==> config.mk <==
export PLATFORM = sky130hd
export DESIGN_NAME = avg_sample_feeder_flat
export DESIGN_NICKNAME = d
export VERILOG_FILES = /design/src/rtl/avg_sample_feeder_if.sv /design/src/rtl/avg_sample_feeder.sv /design/src/flat_wrapper.sv
export SDC_FILE = /design/constraint.sdc
export NUM_CORES = 1
export LEC_CHECK = 0
export CAP_MARGIN = 20
export CELL_PAD_IN_SITES_DETAIL_PLACEMENT = 1
export CELL_PAD_IN_SITES_GLOBAL_PLACEMENT = 1
export CORE_MARGIN = 8
export CORE_UTILIZATION = 39
export DETAILED_ROUTE_END_ITERATION = 12
export GPL_TIMING_DRIVEN = 0
export PLACE_DENSITY = 0.79
export SLEW_MARGIN = 0
export SYNTH_ARGS = -nofsm -noshare
export SYNTH_HDL_FRONTEND = slang
export SYNTH_SLANG_ARGS = --single-unit
==> constraint.sdc <==
create_clock -name clk -period 3.56 [get_ports clk]
set_input_delay 0.712 -clock clk [delete_from_list [all_inputs] [get_ports clk]]
set_output_delay 0.712 -clock clk [all_outputs]
set_load 0.02 [all_outputs]
==> src/rtl/avg_sample_feeder_if.sv <==
// Bus bundle between the sample feeder, its upstream producer,
// the averager and the downstream result consumer.
//   in_*     : upstream sample handshake
//   start/DATAin, avg_ready/avg_w : averager side
//   res_*    : result handshake, err : sticky watchdog flag
interface avg_sample_feeder_if #(
  parameter int DW = 8,
  parameter int WW = 11
);
  logic [DW-1:0] in_data;
  logic          in_valid;
  logic          in_ready;
  logic          start;
  logic [DW-1:0] DATAin;
  logic          avg_ready;
  logic [WW-1:0] avg_w;
  logic [WW-1:0] res_w;
  logic [DW-1:0] res_mean;
  logic          res_valid;
  logic          res_ack;
  logic          err;

  modport master (
    input  in_data, in_valid,
    input  avg_ready, avg_w,
    input  res_ack,
    output in_ready, start, DATAin,
    output res_w, res_mean, res_valid,
    output err
  );

  modport slave (
    output in_data, in_valid,
    output avg_ready, avg_w,
    output res_ack,
    input  in_ready, start, DATAin,
    input  res_w, res_mean, res_valid,
    input  err
  );
endinterface

==> src/rtl/avg_sample_feeder.sv <==
// Source-side controller for the averager: buffers N samples,
// pulses start, streams them out, captures the sum and holds it.
//   clk, rst : clock and synchronous active-high reset
//   bus      : master side of avg_sample_feeder_if
module avg_sample_feeder #(
  parameter int N       = 8,
  parameter int DW      = 8,
  parameter int WW      = 11,
  parameter int TIMEOUT = 64
) (
  input  logic                clk,
  input  logic                rst,
  avg_sample_feeder_if.master bus
);
  localparam int LG = $clog2(N);
  localparam int TW = $clog2(TIMEOUT + 1);

  typedef enum logic [2:0] {
    FILL,
    START,
    STREAM,
    WAIT,
    HOLD
  } state_t;

  state_t        state;
  state_t        state_n;
  logic [DW-1:0] sbuf [N];
  logic [LG-1:0] wr_ptr;
  logic [LG-1:0] rd_ptr;
  logic [TW-1:0] wdog;
  logic [WW-1:0] res_w_q;
  logic          err_q;

  logic          take;
  logic          last_in;
  logic          last_out;
  logic          expired;

  assign take     = (state == FILL) && bus.in_valid;
  assign last_in  = wr_ptr == LG'(N - 1);
  assign last_out = rd_ptr == LG'(N - 1);
  assign expired  = wdog == TW'(TIMEOUT - 1);

  always_ff @(posedge clk) begin
    if (rst) state <= FILL;
    else     state <= state_n;
  end

  always_comb begin
    state_n = state;
    unique case (state)
      FILL:   if (take && last_in) state_n = START;
      START:  state_n = STREAM;
      STREAM: if (last_out) state_n = WAIT;
      WAIT: begin
        // a response on the final watchdog cycle still wins
        if (bus.avg_ready) state_n = HOLD;
        else if (expired)  state_n = FILL;
      end
      HOLD:   if (bus.res_ack) state_n = FILL;
      default: state_n = FILL;
    endcase
  end

  always_ff @(posedge clk) begin
    if (!rst && take) sbuf[wr_ptr] <= bus.in_data;
  end

  always_ff @(posedge clk) begin
    if (rst) begin
      wr_ptr  <= '0;
      rd_ptr  <= '0;
      wdog    <= '0;
      res_w_q <= '0;
      err_q   <= 1'b0;
    end else begin
      if (take) wr_ptr <= wr_ptr + LG'(1);
      if (state == START) rd_ptr <= '0;
      else if (state == STREAM) rd_ptr <= rd_ptr + LG'(1);
      if (state == WAIT) wdog <= wdog + TW'(1);
      else               wdog <= '0;
      if (state == WAIT && bus.avg_ready)
        res_w_q <= bus.avg_w;
      if (state == WAIT && !bus.avg_ready && expired)
        err_q <= 1'b1;
    end
  end

  assign bus.in_ready  = state == FILL;
  assign bus.start     = state == START;
  assign bus.DATAin    = (state == STREAM) ? sbuf[rd_ptr] : '0;
  assign bus.res_valid = state == HOLD;
  assign bus.res_w     = res_w_q;
  assign bus.res_mean  = res_w_q[WW-1:LG];
  assign bus.err       = err_q;
endmodule

==> src/flat_wrapper.sv <==
// flat-port wrapper written by rule: the top's interface ports become plain ports
module avg_sample_feeder_flat 
#(
  parameter int N       = 8,
  parameter int DW      = 8,
  parameter int WW      = 11,
  parameter int TIMEOUT = 64
)
  (clk, rst, bus_in_data, bus_in_valid, bus_avg_ready, bus_avg_w, bus_res_ack, bus_in_ready, bus_start, bus_DATAin, bus_res_w, bus_res_mean, bus_res_valid, bus_err);
  avg_sample_feeder_if #(.DW(DW), .WW(WW)) bus_i ();
  input  logic clk;
  input  logic rst;
  input wire logic [$bits(bus_i.in_data)-1:0] bus_in_data;
  input wire logic [$bits(bus_i.in_valid)-1:0] bus_in_valid;
  input wire logic [$bits(bus_i.avg_ready)-1:0] bus_avg_ready;
  input wire logic [$bits(bus_i.avg_w)-1:0] bus_avg_w;
  input wire logic [$bits(bus_i.res_ack)-1:0] bus_res_ack;
  output wire logic [$bits(bus_i.in_ready)-1:0] bus_in_ready;
  output wire logic [$bits(bus_i.start)-1:0] bus_start;
  output wire logic [$bits(bus_i.DATAin)-1:0] bus_DATAin;
  output wire logic [$bits(bus_i.res_w)-1:0] bus_res_w;
  output wire logic [$bits(bus_i.res_mean)-1:0] bus_res_mean;
  output wire logic [$bits(bus_i.res_valid)-1:0] bus_res_valid;
  output wire logic [$bits(bus_i.err)-1:0] bus_err;
  assign bus_i.in_data = bus_in_data;
  assign bus_i.in_valid = bus_in_valid;
  assign bus_i.avg_ready = bus_avg_ready;
  assign bus_i.avg_w = bus_avg_w;
  assign bus_i.res_ack = bus_res_ack;
  assign bus_in_ready = bus_i.in_ready;
  assign bus_start = bus_i.start;
  assign bus_DATAin = bus_i.DATAin;
  assign bus_res_w = bus_i.res_w;
  assign bus_res_mean = bus_i.res_mean;
  assign bus_res_valid = bus_i.res_valid;
  assign bus_err = bus_i.err;
  avg_sample_feeder #(.N(N), .DW(DW), .WW(WW), .TIMEOUT(TIMEOUT)) u_core (.clk(clk), .rst(rst), .bus(bus_i));
endmodule
==> results by group <==
Status
  • Status: complete, no violations

Setup path
  • Critical Path RT: 2.85 ns
  • Critical path fanouts, max: 10
  • R2r worst-path depth: 4
  • Worst Path Arrival: 2.55 ns
  • WS Path Type: reg2out
  • Setup crit start kind: register
  • CP endpoint kind: output pin

Logic synthesis
  • Post-synth EDFFs: 64
  • Yosys cell types: 43
  • Synth top cells by count: 64 x edfxtp_1, 31 x dfxtp_1, 25 x nand2_1
  • Post-synth net total: around 280
  • Synth Cell Area: 0.00383 mm²
  • Synth top area cells: edfxtp_1 50%, dfxtp_1 16%, mux4_2 5.9%, mux4_1 4.1%, nand2_1 2.5%
  • Biggest area consumer among synthesized cells: edfxtp_1
  • Yosys reg bits: 95
  • Syn Inst Count: between 200 and 300
  • Most frequent cell after synthesis: edfxtp_1
  • Mean Syn Cell Area: between 15 and 20 µm²
  • Async SR Flop Fraction: 0
  • Share of the synthesized area in the top cell type: 0.502
  • Synth warnings: 0
  • Synth Flop Type: edfxtp_1
  • Register area share after synthesis: 0.664

Drt
  • Final wirelength: 8170 µm
  • ANT nets after route: 0
  • Wirelength per Cell: about 18 µm
  • Post-route DRC: 0
  • Via count: 2,228
  • Initial DRC count: 88
  • Drt pass-1 iters: 4
  • Via density: about 4.9

Power and ir drop
  • P_int: ~1.6 mW
  • Worst VDD drop: 0.249 mV
  • Clock Power Share: 0.392
  • Switching share of power: 0.213
  • Leakage: 1.59 nW
  • Pwr/cell area: roughly 440 mW/mm²
  • Flop pwr share: 0.574
  • Logic pwr share: 0.034
  • NetSw: 0.444 mW

Hold path
  • Worst Hold Class: reg2reg
  • Hold Path Stages: 1

Layout
  • Finished layout cell area: 0.00478 mm²
  • ANT cells: 0
  • Net count, final: roughly 350
  • Layout cells sized above 1: 0.167
  • P&R area growth vs syn: 24.9%
  • Core Util, Final: 0.496
  • Fillers: a little under 1,000

Clock network
  • Worst-Skew Late Latency: 0.36 ns
  • Clock transition at path regs: 0.09 ns
  • Clk sink count: 95
  • Clock Tree Buf Depth: 2
  • Post-CTS sizing: 0
  • CTS root buffer: clkbuf_8
  • Num CTS Buffers: 9
  • CTS tree: built
  • Setup Fix Bufs, Post-CTS: 0
  • Cts hold-fix bufs: 0
  • Max H-tree Level: 3

STA
  • Period utilization: 0.916
  • Clock skew: ~0.018 ns
  • Max-slew violations: 0
  • RSZ-0062 raised after global routing: no
  • Fin worst setup slack: around 0.30 ns
  • Final worst path period need: 3.26 ns
  • # setup viols final: 0
  • Slew Limit Headroom: 0.356
  • Highest clock rate: 307 MHz
  • Hold Violations, Final: 0
  • Actual slew at the worst max-slew pin: 0.962 ns
  • Setup_tns: 0 ns

Place
  • Setup WS pre-CTS: between 0.3 and 0.4 ns
  • Placed inst area: ~0.0045 mm²
  • I/O Buffers: 54
  • Routability Congestion: 0.707
  • DP HPWL: ~5700 µm

Die
  • # IOs: 55
  • Die Wd: 115 µm
  • Starting Density: 0.397
  • Rows: 36
  • Die area: 0.0132 mm²
  • Chip height: ~120 µm
  • Core ar.: 0.00964 mm²

Run
  • Max Cap Viol: 0

Global routing
  • Initial antenna violation count: 0
  • Grt ovf: 0
  • Overall routing resource usage: 0.131
  • Met1 usage: 0.158
  • First-pass GRT wire length: 13,100 µm
  • GRT met3 Usage: 0.0509
  • Number of global-route vias before repair: about 2,500
  • Met2 Use GR: 0.210
  • GR peak layer: met2
  • Largest net degree at the start of global routing: 19
area by class of cell:
class	count	area, µm²	area share
plain buffers	22	158	0.0329
well taps	133	166	0.0348
multi-input cells	132	1120	0.234
clock buffers	9	124	0.0259
repair buffers	56	556	0.116
flip-flops and latches	95	2540	0.531
inverters	3	11.3	0.00235
clock inverters	7	109	0.0228
metal layers:
layer | vias up | share of wire
li1 | 1073 | -
met4 | 0 | 0.011
met3 | 8 | 0.074
met1 | 1087 | 0.45
met2 | 60 | 0.47
met5 | - | 0
through the flow:
stage,hold WS (ns),power [mW],cells
CTS,0.461,2.10,455
global placement,0.432,1.29,439
detailed placement,0.447,1.29,439
floorplan,0.418,1.25,252
global route,0.479,2.15,457
finish,0.452,2.08,457
logic make-up after synthesis:
logic type	count (synthesis)	synth area share
mux	20	0.110
xor+xnor	5	0.0114
fa+ha+maj	5	0.0163
simple gates	71	0.101
flops	95	0.664
compound gates	31	0.0526
buf+inv	25	0.0441
power by group through the flow:
stage / registers (mW) / logic [mW] / clock network, mW
global placement: 1.22 / 0.0677 / 0
global route: 1.20 / 0.0776 / 0.875
floorplan: 1.22 / 0.0270 / 0
finish: 1.20 / 0.0707 / 0.816
detailed placement: 1.22 / 0.0715 / 0
CTS: 1.20 / 0.0716 / 0.835
final timing paths:
check | from | to | slack, ns
min | u_core.wdog[0] | u_core.wdog[0] | 0.45
max reg2reg | u_core.state[2] | u_core.sbuf[1][1] | 1.26
max | register | bus_DATAin[2] | 0.30
min reg2reg | u_core.wdog[0] | u_core.wdog[0] | 0.45
cell usage in the layout, fill, tap and decap left out, drive strengths merged, types with 4 or more instances in the layout:
cell,instances
buf,19
clkdlybuf4s50,54
clkbuf,14
mux4,16
nor2,21
inv,7
a21oi,14
a22o,8
o21ai,4
edfxtp,64
mux2i,4
dfxtp,31
ha,5
nand2,26
state kept, by name (all words and copies together), names as in the netlist, named ones only:
| register | cells |
|---|---|
| u_core.wr_ptr | 3 |
| u_core.wdog | 7 |
| u_core.rd_ptr | 3 |
| u_core.bus.err | 1 |
| u_core.sbuf | 64 |
| u_core.state | 3 |
| u_core.bus.res_w | 11 |
critical path, cell delays in order, from the launching register on:
cell             delay (ns)
dfxtp_1                0.32
clkbuf_1               0.35
buf_2                  0.37
mux4_2                 0.37
a22o_1                 0.23
clkdlybuf4s50_1        0.56
(Power assumes the default switching activity.)
==> RTL edit (config.mk and constraints unchanged) <==
The 5 states of `state_t` get a one-hot encoding in 5 bits.
--- a/src/rtl/avg_sample_feeder.sv
+++ b/src/rtl/avg_sample_feeder.sv
@@ -16,10 +16,10 @@
   localparam int TW = $clog2(TIMEOUT + 1);
 
-  typedef enum logic [2:0] {
-    FILL,
-    START,
-    STREAM,
-    WAIT,
-    HOLD
+  typedef enum logic [4:0] {
+    FILL   = 5'b00001,
+    START  = 5'b00010,
+    STREAM = 5'b00100,
+    WAIT   = 5'b01000,
+    HOLD   = 5'b10000
   } state_t;
 
Check against the original RTL: same outputs for any inputs over 10 cycles, from zero or initial values and one cycle with rst high; not proved beyond that.
==> RTL edit against the unedited design <==
Synthesized area is 4.9% higher; routed wire length is 4.7% higher; first-iteration DRC count is 24% higher; design area is 2.8% higher; sequential cell count up 2; hold slack gained 0.038 ns; die area grew 4.2%; count of clock-buffer cells in the layout grew 1; worst setup slack better by 0.0037 ns; largest cell class unchanged.
Power is not compared: it rests on default switching activity, and its combinational part moved more than twofold at a synthesized area within 25%.
==> RTL edit: results (changes against the unedited design) <==
Final GP Congestion=0.716 (+1.3%); vias in the first global route=2571 (+4.4%); Distinct cells, synth=40 (-7.0%); post-synth net total=286 (+1.8%); WL per Instance=18.4 microns (+3.1%); Synth top cells by count=64 x edfxtp_1, 34 x nor2_1, 33 x dfxtp_1; Placement Cell Area=0.00474 sq mm (+4.4%); post-detail-place hpwl=6110 microns (+6.7%); reg2reg start=u_core.state[1]$_SDFFE_PP0P_; CP delay by family, top=buffers and inverters; share of cells above drive strength 1=14.6% (-2.0 points); Starting DRT DRC Count=109 (+24%); top area cells in the synthesized netlist=edfxtp_1 48%, dfxtp_1 16%, mux4_1 10%; Filler cells=1053 (+6.1%); asr flop ratio synth=0% (unchanged); Placed Cells=448 (+2.1%); R2R depth=4 (unchanged); Min-Delay Path Depth=1 (unchanged); Slew HR=33.7% (-1.9 points); skew final=0.00936 ns (-0.00909 ns); post-layout util=48.3% (-1.4 points); post-synthesis sequential area ratio=64.3% (-2.1 points); reg2reg end=u_core.sbuf[2][1]$_DFFE_PP_; Synth Warn #=0 (unchanged); nets=352 (+1.1%); GRT Total Usage=12.6% (-0.50 points); first-pass GRT wire length=13700 microns (+5.1%); dpl ws=0.516 ns (+0.150 ns); final cell count without fillers=464 (+1.5%); vias per cell=5.01 (+2.7%); outcome=completed; Synth Instances=257 (+2.0%); R2R setup slack=1.16 ns (-0.10 ns); largest net degree at the start of global routing=18 (-1)
## RTL edit: changes by cell type in the layout (fill, tap and decap cells not counted), moves of 4 or more
cell / change
mux2i_1: +19
nor2_2: +6
nor2_1: +13
nand2_1: -17
a21oi_1: -11
nand3_1: +4
mux4_2: -10
nor3_1: +4
a22o_1: -8
mux4_1: +10
## RTL edit: final cells by class
cell class                 instances  area share (%)
timing repair buffer              55            11.1
inverter                           3           0.229
clock buffer                      10            2.60
multi-input combinational        138            26.0
buffer                            19            2.98
tap                              136            3.46
sequential                        97            52.5
clock inverter                     6            1.07
## RTL edit: cells by family after synthesis
| kind of cell | count (synthesis) | synth area share (%) |
|---|---|---|
| xor+xnor | 5 | 1.09 |
| buf+inv | 22 | 3.92 |
| mux | 39 | 16.2 |
| simple gates | 80 | 11.4 |
| fa+ha+maj | 5 | 1.56 |
| compound gates | 9 | 1.59 |
| flops | 97 | 64.3 |
## RTL edit: worst max-delay path by stage
stage | from | to | slack (ns)
2_1_floorplan | rst | u_core.sbuf[4][0]$_DFFE_PP_ | 1.41
3_3_place_gp | rst | u_core.sbuf[4][4]$_DFFE_PP_ | 0.55
3_5_place_dp | rst | u_core.sbuf[4][4]$_DFFE_PP_ | 0.52
4_1_cts | flop | bus_DATAin[6] | 0.20
5_1_grt | flop | bus_DATAin[6] | 0.12
6_report | flop | bus_DATAin[6] | 0.30
## RTL edit: where the power goes
part	internal (mW)	switching [mW]	total [mW]
sequential	1.24	0.0303	1.27
combinational	0.106	0.120	0.226
clock	0.264	0.391	0.655
total	1.61	0.541	2.15
## RTL edit: metal layers
layer	track usage, %	wire length (microns)
met1	14.2	3580
met2	23.4	4700
met3	2.40	189
met4	3.68	90
met5	0	0
